**config.mk**
```make
export PLATFORM = sky130hd
export DESIGN_NAME = display_scan_controller
export DESIGN_NICKNAME = d
export VERILOG_FILES = /design/src/rtl/display_scan_controller_pkg.sv /design/src/rtl/display_scan_controller_scan_slot_timer.sv /design/src/rtl/display_scan_controller.sv
export SDC_FILE = /design/constraint.sdc
export NUM_CORES = 1
export LEC_CHECK = 0
export BUFFER_PORTS_ARGS = -buffer_cell sky130_fd_sc_hd__buf_2
export CAP_MARGIN = 20
export CORE_ASPECT_RATIO = 1.1
export CORE_MARGIN = 10
export CORE_UTILIZATION = 35
export CTS_BUF_LIST = sky130_fd_sc_hd__clkbuf_16
export CTS_CLUSTER_SIZE = 16
export DETAILED_ROUTE_END_ITERATION = 10
export SLEW_MARGIN = 25
export SYNTH_ARGS = -nofsm -noshare
export SYNTH_HDL_FRONTEND = slang
export SYNTH_SLANG_ARGS = --single-unit
```
**constraint.sdc**
```tcl
create_clock -name clk -period 2.7 [get_ports clk]
set_clock_uncertainty 0.15 [all_clocks]
set_input_delay 0.27 -clock clk [delete_from_list [all_inputs] [get_ports clk]]
set_output_delay 0.27 -clock clk [all_outputs]
set_load 0.005 [all_outputs]
```
**src/rtl/display_scan_controller_pkg.sv**
```systemverilog
// Shared types and constants for the multiplexed 7-segment scan controller.
// Digit codes above BCD_MAX blank their slot.
package display_scan_controller_pkg;

    typedef enum logic [1:0] {
        IDLE  = 2'd0,
        BLANK = 2'd1,
        DRIVE = 2'd2
    } scan_state_t;

    localparam logic [3:0] BCD_MAX = 4'd9;

    localparam int MAX_DIGITS = 8;

    // Slice the low NUM_DIGITS bits for the all-anodes-off pattern.
    localparam logic [MAX_DIGITS-1:0] AN_OFF = '1;

endpackage

```
**src/rtl/display_scan_controller_scan_slot_timer.sv**
```systemverilog
// Slot counter for one digit period: flags the end of blanking and of the slot.
// Wraps at REFRESH_DIV-1; clr holds it at zero.
module scan_slot_timer
    import display_scan_controller_pkg::*;
#(
    parameter int REFRESH_DIV  = 1000,
    parameter int BLANK_CYCLES = 2
) (
    input  logic clk,
    input  logic rst_n,
    input  logic clr,
    output logic blank_end,
    output logic slot_end
);

    localparam int CW = $clog2(REFRESH_DIV);

    logic [CW-1:0] count;

    assign blank_end = (count == CW'(BLANK_CYCLES - 1));
    assign slot_end  = (count == CW'(REFRESH_DIV - 1));

    always_ff @(posedge clk) begin
        if (!rst_n || clr) begin
            count <= '0;
        end else if (slot_end) begin
            count <= '0;
        end else begin
            count <= count + 1'b1;
        end
    end

endmodule

```
**src/rtl/display_scan_controller.sv**
```systemverilog
// Time-multiplexed BCD digit scanner for a common-anode display.
// Double-buffered data, per-slot blanking and leading-zero suppression.
module display_scan_controller
    import display_scan_controller_pkg::*;
#(
    parameter int NUM_DIGITS   = 4,
    parameter int REFRESH_DIV  = 1000,
    parameter int BLANK_CYCLES = 2,
    parameter int LZ_BLANK     = 1
) (
    input  logic                    clk,
    input  logic                    rst_n,
    input  logic                    enable,
    input  logic                    load,
    input  logic [4*NUM_DIGITS-1:0] digit_data,
    input  logic [NUM_DIGITS-1:0]   dp_data,
    output logic [3:0]              seg_bcd,
    output logic [NUM_DIGITS-1:0]   an,
    output logic                    dp_out,
    output logic                    frame_done,
    output logic                    update_pending
);

    localparam int PW = (NUM_DIGITS > 2) ? $clog2(NUM_DIGITS) : 1;

    localparam logic [NUM_DIGITS-1:0] AN_IDLE  = AN_OFF[NUM_DIGITS-1:0];
    localparam logic [NUM_DIGITS-1:0] AN_ONE   = NUM_DIGITS'(1);
    localparam logic [PW-1:0]         PTR_LAST = PW'(NUM_DIGITS - 1);

    typedef logic [NUM_DIGITS-1:0][3:0] digits_t;

    scan_state_t state;
    scan_state_t nxt_state;

    logic [PW-1:0] ptr;
    logic [PW-1:0] nxt_ptr;

    digits_t in_digits;
    digits_t active;
    digits_t shadow;
    digits_t nxt_active;
    digits_t nxt_shadow;

    logic [NUM_DIGITS-1:0] active_dp;
    logic [NUM_DIGITS-1:0] shadow_dp;
    logic [NUM_DIGITS-1:0] nxt_active_dp;
    logic [NUM_DIGITS-1:0] nxt_shadow_dp;
    logic [NUM_DIGITS-1:0] blank_mask;

    logic nxt_pending;
    logic blank_end;
    logic slot_end;
    logic timer_clr;
    logic boundary;
    logic bypass;
    logic hi_zero;
    logic drive_next;

    assign in_digits = digit_data;

    assign timer_clr = !enable || (state == IDLE);

    assign boundary = enable && (state == DRIVE)
                   && slot_end && (ptr == PTR_LAST);

    // Safe moments to touch active: display dark or frame just ended.
    assign bypass = (state == IDLE) || boundary;

    scan_slot_timer #(
        .REFRESH_DIV  (REFRESH_DIV),
        .BLANK_CYCLES (BLANK_CYCLES)
    ) u_timer (
        .clk       (clk),
        .rst_n     (rst_n),
        .clr       (timer_clr),
        .blank_end (blank_end),
        .slot_end  (slot_end)
    );

    always_comb begin
        nxt_state = state;
        nxt_ptr   = ptr;
        unique case (state)
            IDLE: begin
                nxt_ptr = '0;
                if (enable) begin
                    nxt_state = BLANK;
                end
            end
            BLANK: begin
                if (blank_end) begin
                    nxt_state = DRIVE;
                end
            end
            DRIVE: begin
                if (slot_end) begin
                    nxt_state = BLANK;
                    nxt_ptr   = (ptr == PTR_LAST) ? '0 : ptr + 1'b1;
                end
            end
            default: begin
                nxt_state = IDLE;
                nxt_ptr   = '0;
            end
        endcase
        if (!enable) begin
            nxt_state = IDLE;
            nxt_ptr   = '0;
        end
    end

    always_comb begin
        nxt_active    = active;
        nxt_active_dp = active_dp;
        nxt_shadow    = shadow;
        nxt_shadow_dp = shadow_dp;
        nxt_pending   = update_pending;
        unique case (1'b1)
            load && bypass: begin
                nxt_active    = in_digits;
                nxt_active_dp = dp_data;
                nxt_shadow    = in_digits;
                nxt_shadow_dp = dp_data;
                nxt_pending   = 1'b0;
            end
            load && !bypass: begin
                nxt_shadow    = in_digits;
                nxt_shadow_dp = dp_data;
                nxt_pending   = 1'b1;
            end
            !load && bypass && update_pending: begin
                nxt_active    = shadow;
                nxt_active_dp = shadow_dp;
                nxt_pending   = 1'b0;
            end
            default: begin
            end
        endcase
    end

    // Walk down from the top digit; hi_zero stays set while all so far are 0.
    always_comb begin
        hi_zero    = 1'b1;
        blank_mask = '0;
        for (int i = NUM_DIGITS - 1; i >= 0; i--) begin
            hi_zero = hi_zero && (nxt_active[i] == 4'd0);
            blank_mask[i] = (nxt_active[i] > BCD_MAX)
                         || ((LZ_BLANK != 0) && (i != 0) && hi_zero);
        end
    end

    assign drive_next = (nxt_state == DRIVE) && !blank_mask[nxt_ptr];

    always_ff @(posedge clk) begin
        if (!rst_n) begin
            state          <= IDLE;
            ptr            <= '0;
            active         <= '0;
            active_dp      <= '0;
            shadow         <= '0;
            shadow_dp      <= '0;
            update_pending <= 1'b0;
            seg_bcd        <= '0;
            an             <= AN_IDLE;
            dp_out         <= 1'b0;
            frame_done     <= 1'b0;
        end else begin
            state          <= nxt_state;
            ptr            <= nxt_ptr;
            active         <= nxt_active;
            active_dp      <= nxt_active_dp;
            shadow         <= nxt_shadow;
            shadow_dp      <= nxt_shadow_dp;
            update_pending <= nxt_pending;
            seg_bcd        <= nxt_active[nxt_ptr];
            an             <= drive_next ? ~(AN_ONE << nxt_ptr) : AN_IDLE;
            dp_out         <= drive_next && nxt_active_dp[nxt_ptr];
            frame_done     <= boundary;
        end
    end

endmodule

```
## Yosys cells after proc, flatten, opt, wreduce, memory -nomap -nowiden

Cells that the tools add are included.

| cells by class | value |
|---|---|
| $add $sub $neg | 2 |
| $lt $le $gt $ge | 5 |
| eq/ne operators | 6 |
| shift-type cells | 1 |
| mux-type cells | 17 |
| bitwise operators | 1 |
| reductions and logical operators | 31 |

Operators with widths:

| operator | count |
|---|---|
| $pmux W16 S2 | 1 |
| $gt A4 B4 Y1 const B | 4 |
| $logic_not A4 Y1 | 3 |
| $mux W2 | 6 |
| $logic_and A1 B1 Y1 | 11 |
| $add A10 B1 Y10 const B | 1 |
| $eq A10 B1 Y1 const B | 1 |
| $eq A10 B10 Y1 const B | 1 |
| $bmux W4 S2 | 1 |
| $pmux W4 S2 | 1 |
| $eq A2 B2 Y1 const B | 3 |
| $logic_or A1 B1 Y1 | 6 |
| $pmux W2 S3 | 1 |
| $reduce_or A2 Y1 | 3 |
| $logic_not A1 Y1 | 5 |
| $bmux W1 S2 | 2 |
| $mux W4 | 1 |
| $not A4 Y4 | 1 |
| $pmux W2 S2 | 1 |
| $shl A1 B2 Y4 const A | 1 |
| $lt A2 B3 Y1 const B | 1 |
| $add A2 B1 Y2 const B | 1 |
| $eq A2 B1 Y1 const B | 1 |
| $logic_not A2 Y1 | 1 |
| 4 further kinds | 5 |

| storage, ports and cells | value |
|---|---|
| flip-flop bits (word level) | 65 |
| input port bits | 24 |
| output and inout port bits | 11 |
| logic and storage cells | 81 |

## Depth between registers and ports, before layout

Gate-level depths: netlist (run 1).

| depth | value |
|---|---|
| depth in word-level cells | 17 |
| mapped depth | 12 |
| depth with buffers taken out | 10 |

## Modules after synthesis

Synthesis (run 1) repeated with hierarchy kept, for this count alone.

| second synthesis, totals | value |
|---|---|
| cell total of the unflattened synthesis | 343 |
| area, all modules | 3094.2 sq um |

Modules (own cells, without submodules):

| module | instances | cells an instance | area an instance (sq um) | seq. area each (sq um) |
|---|---|---|---|---|
| display_scan_controller | 1 | 288 | 2622.5 | 1101.1 |
| scan_slot_timer | 1 | 55 | 471.7 | 200.2 |

## Least setup slack after synthesis (run 1)

No wires, ideal clock.

| timing | value |
|---|---|
| path type | register to register |
| from | reg u_timer.count[0] |
| to | reg dp_out |
| library setup time | 0.103 ns |
| arrival time | 2.396 ns |
| data required time | 2.447 ns |
| setup slack | 0.051 ns |
| stages on the path, launching flop included | 11 |
| buffers on the path | 1 |
| cell sequence | dfxtp_1 ha_1 nand3_2 o41ai_4 and2_1 buf_4 o22ai_1 and3_4 and3_1 o31a_1 a2111oi_2 |

| on the way | value |
|---|---|
| longest elaborated chain between the ends | 16 |
| elaborated cells on any way between the ends | 37 |

Ends and longest elaborated chain:

| item | RTL line | RTL |
|---|---|---|
| start, declared | display_scan_controller_scan_slot_timer.sv:18 | `logic [CW-1:0] count;` |
| start signal, assigned | display_scan_controller_scan_slot_timer.sv:29 | `count <= count + 1'b1;` |
| parallel branches: the longest is 15 deep, another holds $gt A4 B4 Y1 | n/a |  |
| $logic_and A1 B1 Y1 * | display_scan_controller.sv:177 | `dp_out <= drive_next && nxt_active_dp[nxt_ptr];` |
| end signal, assigned | display_scan_controller.sv:177 |  |
| end, declared | display_scan_controller.sv:19 | `output logic dp_out,` |

Every way passes the cells marked *. The select of a mux whose other input is x is not followed.
A chain may end at the register's enable or synchronous reset.

## Final worst setup path (run 1)

Ends and elaborated chain as after synthesis.

==> results of run 1 <==
-- state kept, by name, indices dropped and copies added (netlist names), 4 cells and up --
| signal | cells |
|---|---|
| shadow_dp | 4 |
| an | 4 |
| seg_bcd | 4 |
| u_timer.count | 10 |
| shadow | 16 |
| active_dp | 4 |
| active | 16 |
-- stage by stage --
stage / instance area, um2 / power (W) / setup TNS [ns]
final: 3980 / 0.00241 / 0
after global routing: 3980 / 0.00250 / -0.0413
after CTS: 3890 / 0.00243 / 0
after detailed placement: 3580 / 0.00132 / -0.0872
after global placement: 3580 / 0.00132 / 0
after floorplan: 3080 / 0.00122 / 0
-- logic make-up after synthesis --
logic type               count (synthesis)  share of synthesized area [%]
buffers and inverters                   30                           3.94
AO/OA/AOI/OAI                           75                           16.8
AND/OR/NAND/NOR                        148                           23.8
XOR/XNOR                                 8                           2.27
adder cells (fa/ha/maj)                  7                           2.84
flip-flops                              65                           42.2
multiplexers                            25                           8.11
-- critical path: stages (launching register included) --
cell and delay (ns):
sky130_fd_sc_hd__dfxtp_1 0.37, sky130_fd_sc_hd__ha_4 0.16, sky130_fd_sc_hd__nand3_4 0.10, sky130_fd_sc_hd__o41ai_4 0.29, sky130_fd_sc_hd__buf_4 0.20, sky130_fd_sc_hd__a21oi_2 0.06, sky130_fd_sc_hd__o22a_1 0.23, sky130_fd_sc_hd__and3_4 0.16
sky130_fd_sc_hd__and3_4 0.14, sky130_fd_sc_hd__o31a_1 0.28, sky130_fd_sc_hd__a2111oi_2 0.31
-- placed cells by master, fill, tap and decap left out, drive strengths merged, types with 5 or more instances in the layout --
cell type and count:
nor3 6, nor2 77, or3 6, nand3 10, xnor2 5, a21oi 16
o21ai 22, clkbuf 9, ha 7, nand2 14, mux2i 25, o22ai 7
and2 10, dfxtp 65, buf 71, inv 14, nor3b 10, a22oi 6
-- layout make-up --
| cell class | count | area, um2 |
|---|---|---|
| fillers | 827 | 4520 |
| well taps | 111 | 139 |
| clock inverters | 7 | 55.1 |
| inverters | 12 | 45.0 |
| flip-flops and latches | 65 | 1310 |
| clock buffers | 9 | 225 |
| multi-input cells | 263 | 1740 |
| repair buffers | 71 | 464 |
-- path summary, 6_finish.rpt --
check / startpoint / slack, ns / depth (start not counted) / end
max: u_timer.count[0]$_SDFF_PP0_ / 0.14 / 10 / dp_out$_SDFF_PN0_
min: digit_data[5] / 0.05 / 3 / shadow[5]$_SDFFE_PN0P_
max reg2reg: u_timer.count[0]$_SDFF_PP0_ / 0.14 / 10 / dp_out$_SDFF_PN0_
min reg2reg: shadow[3]$_SDFFE_PN0P_ / 0.34 / 2 / shadow[3]$_SDFFE_PN0P_
-- power by group through the flow --
stage | registers (W) | logic (W) | clock network, W
detailed placement | 0.00105 | 0.000272 | 0
floorplan | 0.00105 | 0.000175 | 0
CTS | 0.00103 | 0.000278 | 0.00112
global route | 0.00104 | 0.000316 | 0.00115
global placement | 0.00105 | 0.000267 | 0
finish | 0.00103 | 0.000284 | 0.00109
-- timing repair --
| item | CTS | global route |
|---|---|---|
| gates resized for setup | 4 | 20 |
| buffers inserted | 2 | 1 |
| endpoints found under the setup margin | 3 | 7 |
| hold buffers | 0 | 0 |
| pin swaps | 1 | 8 |
-- metal layers --
layer / vias to the layer above / share of wire [%]
li1: 1382 / -
met1: 1288 / 47
met2: 65 / 46
met3: 11 / 5.8
met4: 0 / 1.3
met5: - / 0
==> impl_metrics.ini, run 1 <==
[outcome]
outcome = finished clean

[worst_setup_path]
criticalPathCategory = reg -> reg
worst_ep_arrival_time_ns = 2.63
critPathLaunchType = flip-flop
worst_setup_path_end_kind = flip-flop
timing.critical_path.required_ns = 2.77
crit_path_max_fanout = 5

[die]
core_um2 = 8500
count_of_pins_on_the_block_boundary = 35
fp.dieH_um = 118
die_area_um2 = 13000
floorplan.die.width_um = 110
start_util_pct = 36.3
fp-row-count = 35

[sta]
crit_share_post_route_pct = 94.8
final.setup.worst_slack_ns = 0.141
grt_setup_unrepaired = yes
max_slew.worst_pin.slew_ns = 0.504
slew_violations = 0
fin_hold_ws_ns = 0.0481
fmax_ghz = 0.391
final-setup-viol-count = 0
hold_violation_total_from_the_final_report = 0
slew-limit-headroom_pct = 66.0
final_period_minus_worst_setup_slack_ns = 2.56

[global_routing]
grt.met2_usage_pct = 18.5
pin_count_of_the_biggest_net_entering_global_routing = 27
antenna_found_initial = 0
most_heavily_used_metal_layer_in_global_routing = met2
gr-usage-met1_pct = 15.5
grt_pass1_vias = 2706
grt_util_all_layers_pct = 12.1
grt_pass1_wl_mm = 12.8
grt.overflow.total = 0
globalRouteMet3Util_pct = 4.46

[final_layout]
cell_count_final_fillers_out = 538
num_antenna_cells = 0
fin_nets = 453
synthToLayoutAreaGrowth_pct = 28.9
post_route_cells_drive_above_1_share_pct = 25.5
finish.utilization_pct = 46.8

[yosys]
postSynthAreaPerCell_um2 = 8.62
synthTopCellsByCount = 77 x sky130_fd_sc_hd__nor2_1, 65 x sky130_fd_sc_hd__dfxtp_1, 25 x sky130_fd_sc_hd__mux2i_1
ys_types = 53
synth-edff-count = 0
postSynthRegisterBits = 65
synth_seq_area_share_pct = 42.2
number_of_nets_in_the_synthesized_netlist = 389
top_count_cell_post_synth = sky130_fd_sc_hd__nor2_1
synth_top_cells_by_area = sky130_fd_sc_hd__dfxtp_1 42%, sky130_fd_sc_hd__nor2_1 9.4%, sky130_fd_sc_hd__mux2i_1 8.1%, sky130_fd_sc_hd__o21ai_0 3.2%, sky130_fd_sc_hd__ha_1 2.8%
synth_top_flop_cell = sky130_fd_sc_hd__dfxtp_1
cell_type_contributing_the_most_total_cell_area_after_synthesis = sky130_fd_sc_hd__dfxtp_1
yosysWarningCount = 0
share_of_flip_flops_with_an_asynchronous_set_or_reset_pct = 0
yosys.area.top_type_share_pct = 42.2
post_synth_instance_area_um2 = 3080
netlist_instances = 358

[clock_network]
cts.clk_slew.worst_paths_ns = 0.05
cts_tree = yes
cts.sink_count = 65
insertion_delay_ns = 0.33
htree_num_levels = 3
cts_made_buffers = 9
clockBufferDepth = 2
cts_root_buf = sky130_fd_sc_hd__clkbuf_16

[drt]
drt-total-wl_mm = 7.85
route.antenna.remaining_nets = 0
drcViolationCount = 0
drt_iter0_drc = 127
drt_first_pass_iters = 6
dr_total_vias = 2746
wl_per_cell_um = 14.6
route.detailed.vias_per_inst = 5.10

[pwr]
power_report.internal_total_w = 0.00184
seqPwrFrac_pct = 42.9
comb_power_share_pct = 11.8
p_sw_share_pct = 23.8
vdd_ir_drop_max_mv = 0.362
pwr_density_cell_nw_per_um2 = 606
power_switching_w = 0.000573
clkPwrFrac_pct = 45.4
static-leakage-power_nw = 1.64

[place]
gp_congestion = 0.856
io_port_bufs = 34
dp_hpwl_mm = 5.90
preCtsSetupSlack_ns = -0.0872
placed_cells = 519

[run]
cap_viol_max_count = 0

[hold_path]
min_path_type = in -> reg
(Power assumes the default switching activity.)
==> run 2, diff against run 1 <==
--- a/config.mk
+++ b/config.mk
@@ -10,7 +10,6 @@
 export CORE_ASPECT_RATIO = 1.1
 export CORE_MARGIN = 10
 export CORE_UTILIZATION = 35
-export CTS_BUF_LIST = sky130_fd_sc_hd__clkbuf_16
 export CTS_CLUSTER_SIZE = 16
 export DETAILED_ROUTE_END_ITERATION = 10
 export SLEW_MARGIN = 25
==> constraint.sdc (replaced) <==
create_clock -name clk -period 2.7 [get_ports clk]
set_clock_uncertainty 0.15 [all_clocks]
set_input_delay 0 -clock clk [delete_from_list [all_inputs] [get_ports clk]]
set_output_delay 0 -clock clk [all_outputs]
set_load 0.005 [all_outputs]
==> run 2 against run 1 <==
Against the previous run: hold slack worse by 0.0087 ns; combinational power up 8.8%; routed wire length up 0.38%; setup slack better by 0.0048 ns; critical path depth up 1; register-to-register slack about the same; first-iteration DRC count up 23%; global-route usage up 0.19 points; sequential share of layout area down 1.4 points; non-clock buffer count up 22; largest power group is now registers.
==> impl_metrics.ini, run 2 (synthesis results as in run 1) <==
[outcome]
outcome = finished clean

[sta]
max_slew.worst_pin.slew_ns = 0.605
grt_setup_unrepaired = no
hold_violation_total_from_the_final_report = 0
crit_share_post_route_pct = 94.6
final_period_minus_worst_setup_slack_ns = 2.55
totalNegativeSetupSlack_ns = 0
final.setup.worst_slack_ns = 0.145
slew_violations = 0
final-setup-viol-count = 0
fmax_ghz = 0.391
slew-limit-headroom_pct = 59.6

[final_layout]
num_antenna_cells = 0
mostFrequentLayoutCell = sky130_fd_sc_hd__nor2_1
synthToLayoutAreaGrowth_pct = 35.3
cell_count_final_fillers_out = 560
fill_cells = 826
fin_nets = 475
multi_input_comb_area_um2 = 1750
post_route_cells_drive_above_1_share_pct = 25.4
sequential_cell_area_um2 = 1310
mostFrequentLayoutCells = 77 x sky130_fd_sc_hd__nor2_1, 60 x sky130_fd_sc_hd__dfxtp_1, 35 x sky130_fd_sc_hd__buf_4, 34 x sky130_fd_sc_hd__buf_2, 25 x sky130_fd_sc_hd__mux2i_1
largest_registers = active (16), shadow (16), u_timer.count (10)

[worst_setup_path]
timing.critical_path.required_ns = 2.79
worst_ep_arrival_time_ns = 2.65
worst_setup_path_end_kind = flip-flop
criticalPathCategory = reg -> reg
crit_path_max_fanout = 8
worstPathCellList = ha_4 > nand3_4 > o41ai_4 > buf_4 > and2_4 > buf_4 > buf_4 > o21ai_0 > mux2i_1 > a21boi_1 > a2111oi_4
critPathSlowestCell = sky130_fd_sc_hd__dfxtp_2
crit_path_largest_cell_delay_ns = 0.36
critical_path.top_delay_family = compound AO/OA/AOI/OAI gates
critPathLaunchType = flip-flop
critical_path_buf_inv_count = 3
critical_path.most_common_cell = sky130_fd_sc_hd__buf_4

[die]
count_of_pins_on_the_block_boundary = 35
floorplan.die.width_um = 110
die_area_um2 = 13000
core_um2 = 8500
fp.dieH_um = 118
start_util_pct = 36.3
fp-row-count = 35

[drt]
wl_per_cell_um = 14.1
drt-total-wl_mm = 7.88
dr_total_vias = 2790
drcViolationCount = 0
route.antenna.remaining_nets = 0
drt_first_pass_iters = 5
drt_iter0_drc = 156
route.detailed.vias_per_inst = 4.98

[place]
placed_cells = 519
preCtsSetupSlack_ns = -0.153
dp_hpwl_mm = 5.84
io_port_bufs = 34
gp_congestion = 0.863

[clock_network]
insertion_delay_ns = 0.35
cts_root_buf = sky130_fd_sc_hd__clkbuf_8
htree_num_levels = 3
cts.clk_slew.worst_paths_ns = 0.07
cts.sink_count = 65
clockBufferDepth = 2
cts_made_buffers = 9
cts_tree = yes

[pwr]
pwr_density_cell_nw_per_um2 = 568
static-leakage-power_nw = 1.70
power.total_w = 0.00237
vdd_ir_drop_max_mv = 0.270

[global_routing]
antenna_found_initial = 0
grt_pass1_wl_mm = 13.1
grt_pass1_vias = 2764
grt.overflow.total = 0
grt_util_all_layers_pct = 12.3
pin_count_of_the_biggest_net_entering_global_routing = 24

[run]
cap_viol_max_count = 0

[hold_path]
min_path_type = in -> reg
-- run 2: worst paths after layout --
path                                     from  slack (ns)                 endpoint  cells after the start
setup / recovery  u_timer.count[1]$_SDFF_PP0_        0.15        dp_out$_SDFF_PN0_                     11
hold / removal                           load        0.04   shadow[9]$_SDFFE_PN0P_                      3
setup reg to reg  u_timer.count[1]$_SDFF_PP0_        0.15        dp_out$_SDFF_PN0_                     11
hold reg to reg       shadow[12]$_SDFFE_PN0P_        0.35  shadow[12]$_SDFFE_PN0P_                      2
-- run 2: what timing repair did --
action,in CTS,in global routing
gates resized for setup,5,24
endpoints found under the setup margin,7,4
pin swaps,1,8
setup buffers,1,1
hold endpoints to repair,39,0
hold buffers,23,0
-- run 2: per-stage QoR --
| step | area, um2 | hold WS, ns | util [%] |
|---|---|---|---|
| final | 4170 | 0.0394 | 49.1 |
| after global routing | 4170 | 0.0657 | 49.1 |
| after CTS | 4070 | 0.0310 | 47.9 |
| after detailed placement | 3570 | 0.110 | 42.0 |
| after global placement | 3570 | 0.101 | 42.0 |
| after floorplan | 3080 | -0.0155 | - |
-- run 2: layout make-up --
type	count	area share, %
clock buffers	9	2.97
clock inverters	7	3.00
inverters	12	1.08
multi-input cells	263	42.1
flip-flops and latches	65	31.4
well taps	111	3.33
repair buffers	93	16.2
-- run 2: where the power goes --
part           leakage (nW)  switching, W  internal [W]  total [W]
clock                 0.124      0.000410      0.000623    0.00103
sequential            0.536     0.0000240       0.00101    0.00103
combinational          1.03      0.000157      0.000152   0.000309
-- run 2: per-layer routing --
layer	up-vias	GRT usage (%)	share of wire, %
met2	77	18.4	44
met5	-	0	0
met3	18	3.15	4.7
met4	0	5.21	2.3
met1	1264	16.3	49
li1	1431	-	-
-- run 2: worst register-to-register path, stage by stage (launching register included) --
cell and delay (ns):
sky130_fd_sc_hd__dfxtp_2 0.36, sky130_fd_sc_hd__ha_4 0.15, sky130_fd_sc_hd__nand3_4 0.10, sky130_fd_sc_hd__o41ai_4 0.35, sky130_fd_sc_hd__buf_4 0.19, sky130_fd_sc_hd__and2_4 0.17, sky130_fd_sc_hd__buf_4 0.15, sky130_fd_sc_hd__buf_4 0.14
sky130_fd_sc_hd__o21ai_0 0.13, sky130_fd_sc_hd__mux2i_1 0.18, sky130_fd_sc_hd__a21boi_1 0.11, sky130_fd_sc_hd__a2111oi_4 0.27
==> run 3, diff against run 2 <==
--- a/config.mk
+++ b/config.mk
@@ -7,7 +7,7 @@
 export LEC_CHECK = 0
 export BUFFER_PORTS_ARGS = -buffer_cell sky130_fd_sc_hd__buf_2
 export CAP_MARGIN = 20
-export CORE_ASPECT_RATIO = 1.1
+export CORE_ASPECT_RATIO = 0.6
 export CORE_MARGIN = 10
 export CORE_UTILIZATION = 35
 export CTS_CLUSTER_SIZE = 16
==> run 3 against run 2 <==
Against the previous run: clock-buffer cell count up 1; setup slack got worse by 0.078 ns; register-to-register slack worse by 0.08 ns; routed wire length rose by 11%; maximum frequency decreased by 3.0%; sequential share of layout area decreased by 1.2 points; highest routed layer unchanged; via count is 5.7% higher; largest power group is now clock; first-iteration DRC count increased by 72%; combinational power is 7.4% higher; largest cell class unchanged; hold slack better by 0.085 ns; clock power is 23% higher; total power is 11% higher.
==> impl_metrics.ini, run 3 (synthesis results as in run 1) <==
[run]
cap_viol_max_count = 0

[clock_network]
insertion_delay_ns = 0.34
cts_made_buffers = 9
cts_tree = yes
cts.clk_slew.worst_paths_ns = 0.06
clockBufferDepth = 2
cts.sink_count = 65
htree_num_levels = 3
cts_root_buf = sky130_fd_sc_hd__clkbuf_16

[place]
dp_hpwl_mm = 6.28
io_port_bufs = 34
gp_congestion = 0.869
placed_cells = 526

[hold_path]
min_path_type = in -> reg
holdPathStages = 4

[final_layout]
mostFrequentLayoutCells = 76 x sky130_fd_sc_hd__nor2_1, 64 x sky130_fd_sc_hd__dfxtp_1, 41 x sky130_fd_sc_hd__buf_4, 34 x sky130_fd_sc_hd__buf_2
fin_nets = 483
num_antenna_cells = 0
multi_input_comb_area_um2 = 1750
fill_cells = 812
synthToLayoutAreaGrowth_pct = 39.6
mostFrequentLayoutCell = sky130_fd_sc_hd__nor2_1
cell_count_final_fillers_out = 569
largest_registers = active (16), shadow (16), u_timer.count (10)
post_route_cells_drive_above_1_share_pct = 26.3
sequential_cell_area_um2 = 1300

[global_routing]
grt.overflow.total = 0
antenna_found_initial = 0
grt_pass1_wl_mm = 14.0
pin_count_of_the_biggest_net_entering_global_routing = 32
grt_pass1_vias = 2857
grt_util_all_layers_pct = 13.2

[die]
core_um2 = 8560
start_util_pct = 36.0
fp-row-count = 26
fp.dieH_um = 92.7
floorplan.die.width_um = 141
die_area_um2 = 13100
count_of_pins_on_the_block_boundary = 35

[worst_setup_path]
timing.critical_path.required_ns = 2.78
criticalPathCategory = reg -> reg
worst_setup_path_end_kind = flip-flop
worst_ep_arrival_time_ns = 2.71
worstRegToRegCells = 10
crit_path_max_fanout = 4
critPathLaunchType = flip-flop

[outcome]
outcome = finished clean

[sta]
final_period_minus_worst_setup_slack_ns = 2.63
crit_share_post_route_pct = 97.5
max_slew.worst_pin.slew_ns = 0.430
hold_violation_total_from_the_final_report = 0
totalNegativeSetupSlack_ns = 0
final-setup-viol-count = 0
slew-limit-headroom_pct = 71.3
fmax_ghz = 0.380
slew_violations = 0
grt_setup_unrepaired = yes

[drt]
drt_first_pass_iters = 4
route.detailed.vias_per_inst = 5.18
route.antenna.remaining_nets = 0
drt-total-wl_mm = 8.74
wl_per_cell_um = 15.4
drcViolationCount = 0
drt_iter0_drc = 268
dr_total_vias = 2949

[pwr]
vdd_ir_drop_max_mv = 0.302
power.total_w = 0.00264
static-leakage-power_nw = 1.78
pwr_density_cell_nw_per_um2 = 612
-- run 3: changes by cell type in the layout (fill, tap and decap cells not counted), moves of 3 or more --
cell                        change
sky130_fd_sc_hd__buf_4          +6
sky130_fd_sc_hd__clkbuf_16      +9
sky130_fd_sc_hd__clkbuf_8       -8
sky130_fd_sc_hd__dfxtp_1        +4
sky130_fd_sc_hd__dfxtp_2        -3
sky130_fd_sc_hd__ha_1           +3
-- run 3: layout make-up --
type / count / area share, %
clock buffer: 10 / 5.55
tap: 112 / 3.25
multi-input combinational: 263 / 40.6
timing repair buffer: 101 / 17.2
clock inverter: 6 / 2.09
inverter: 12 / 1.05
sequential: 65 / 30.2
-- run 3: final timing paths --
kind,from,end,slack [ns]
worst max-delay path,u_timer.count[1]$_SDFF_PP0_,dp_out$_SDFF_PN0_,0.07
worst min-delay path,load,shadow[15]$_SDFFE_PN0P_,0.12
worst max register to register,u_timer.count[1]$_SDFF_PP0_,dp_out$_SDFF_PN0_,0.07
worst min register to register,shadow[15]$_SDFFE_PN0P_,shadow[15]$_SDFFE_PN0P_,0.35
-- run 3: power breakdown --
group | switching [W] | internal (W)
Sequential | 0.0000249 | 0.00101
Clock | 0.000436 | 0.000835
Combinational | 0.000168 | 0.000164
-- run 3: metal layers --
metal / part of all wire, % / vias to the layer above / global-route usage (%)
li1: - / 1448 / -
met1: 49 / 1419 / 18.0
met2: 43 / 69 / 18.8
met3: 6.4 / 13 / 4.74
met4: 1.1 / 0 / 4.11
met5: 0 / - / 0
-- run 3: per-stage QoR --
step                hold slack [ns]  setup slack [ns]  util, %  instance area (um2)
floorplan                   -0.0155            0.0507        -                 3080
global placement              0.102           -0.0688     42.3                 3620
detailed placement            0.112           -0.0563     42.3                 3620
CTS                           0.119           0.00163     49.5                 4230
global route                  0.162           -0.0769     50.3                 4310
finish                        0.124            0.0673     50.3                 4310
-- run 3: critical path, stage by stage, from the launching register on --
cell	delay [ns]
sky130_fd_sc_hd__dfxtp_1	0.34
sky130_fd_sc_hd__ha_1	0.19
sky130_fd_sc_hd__nand3_2	0.16
sky130_fd_sc_hd__buf_4	0.20
sky130_fd_sc_hd__o41a_1	0.44
sky130_fd_sc_hd__nor3_1	0.24
sky130_fd_sc_hd__o22a_1	0.21
sky130_fd_sc_hd__and3_4	0.22
sky130_fd_sc_hd__and3_1	0.17
sky130_fd_sc_hd__o31a_1	0.15
sky130_fd_sc_hd__a2111oi_2	0.04
-- run 3: timing repair --
item | 4_1_cts | 5_1_grt
setup buffers | 2 | 0
hold buffers | 25 | 0
pin swaps | 1 | 2
resized for setup | 8 | 17
hold endpoints to repair | 40 | 0
endpoints found under the setup margin | 1 | 8
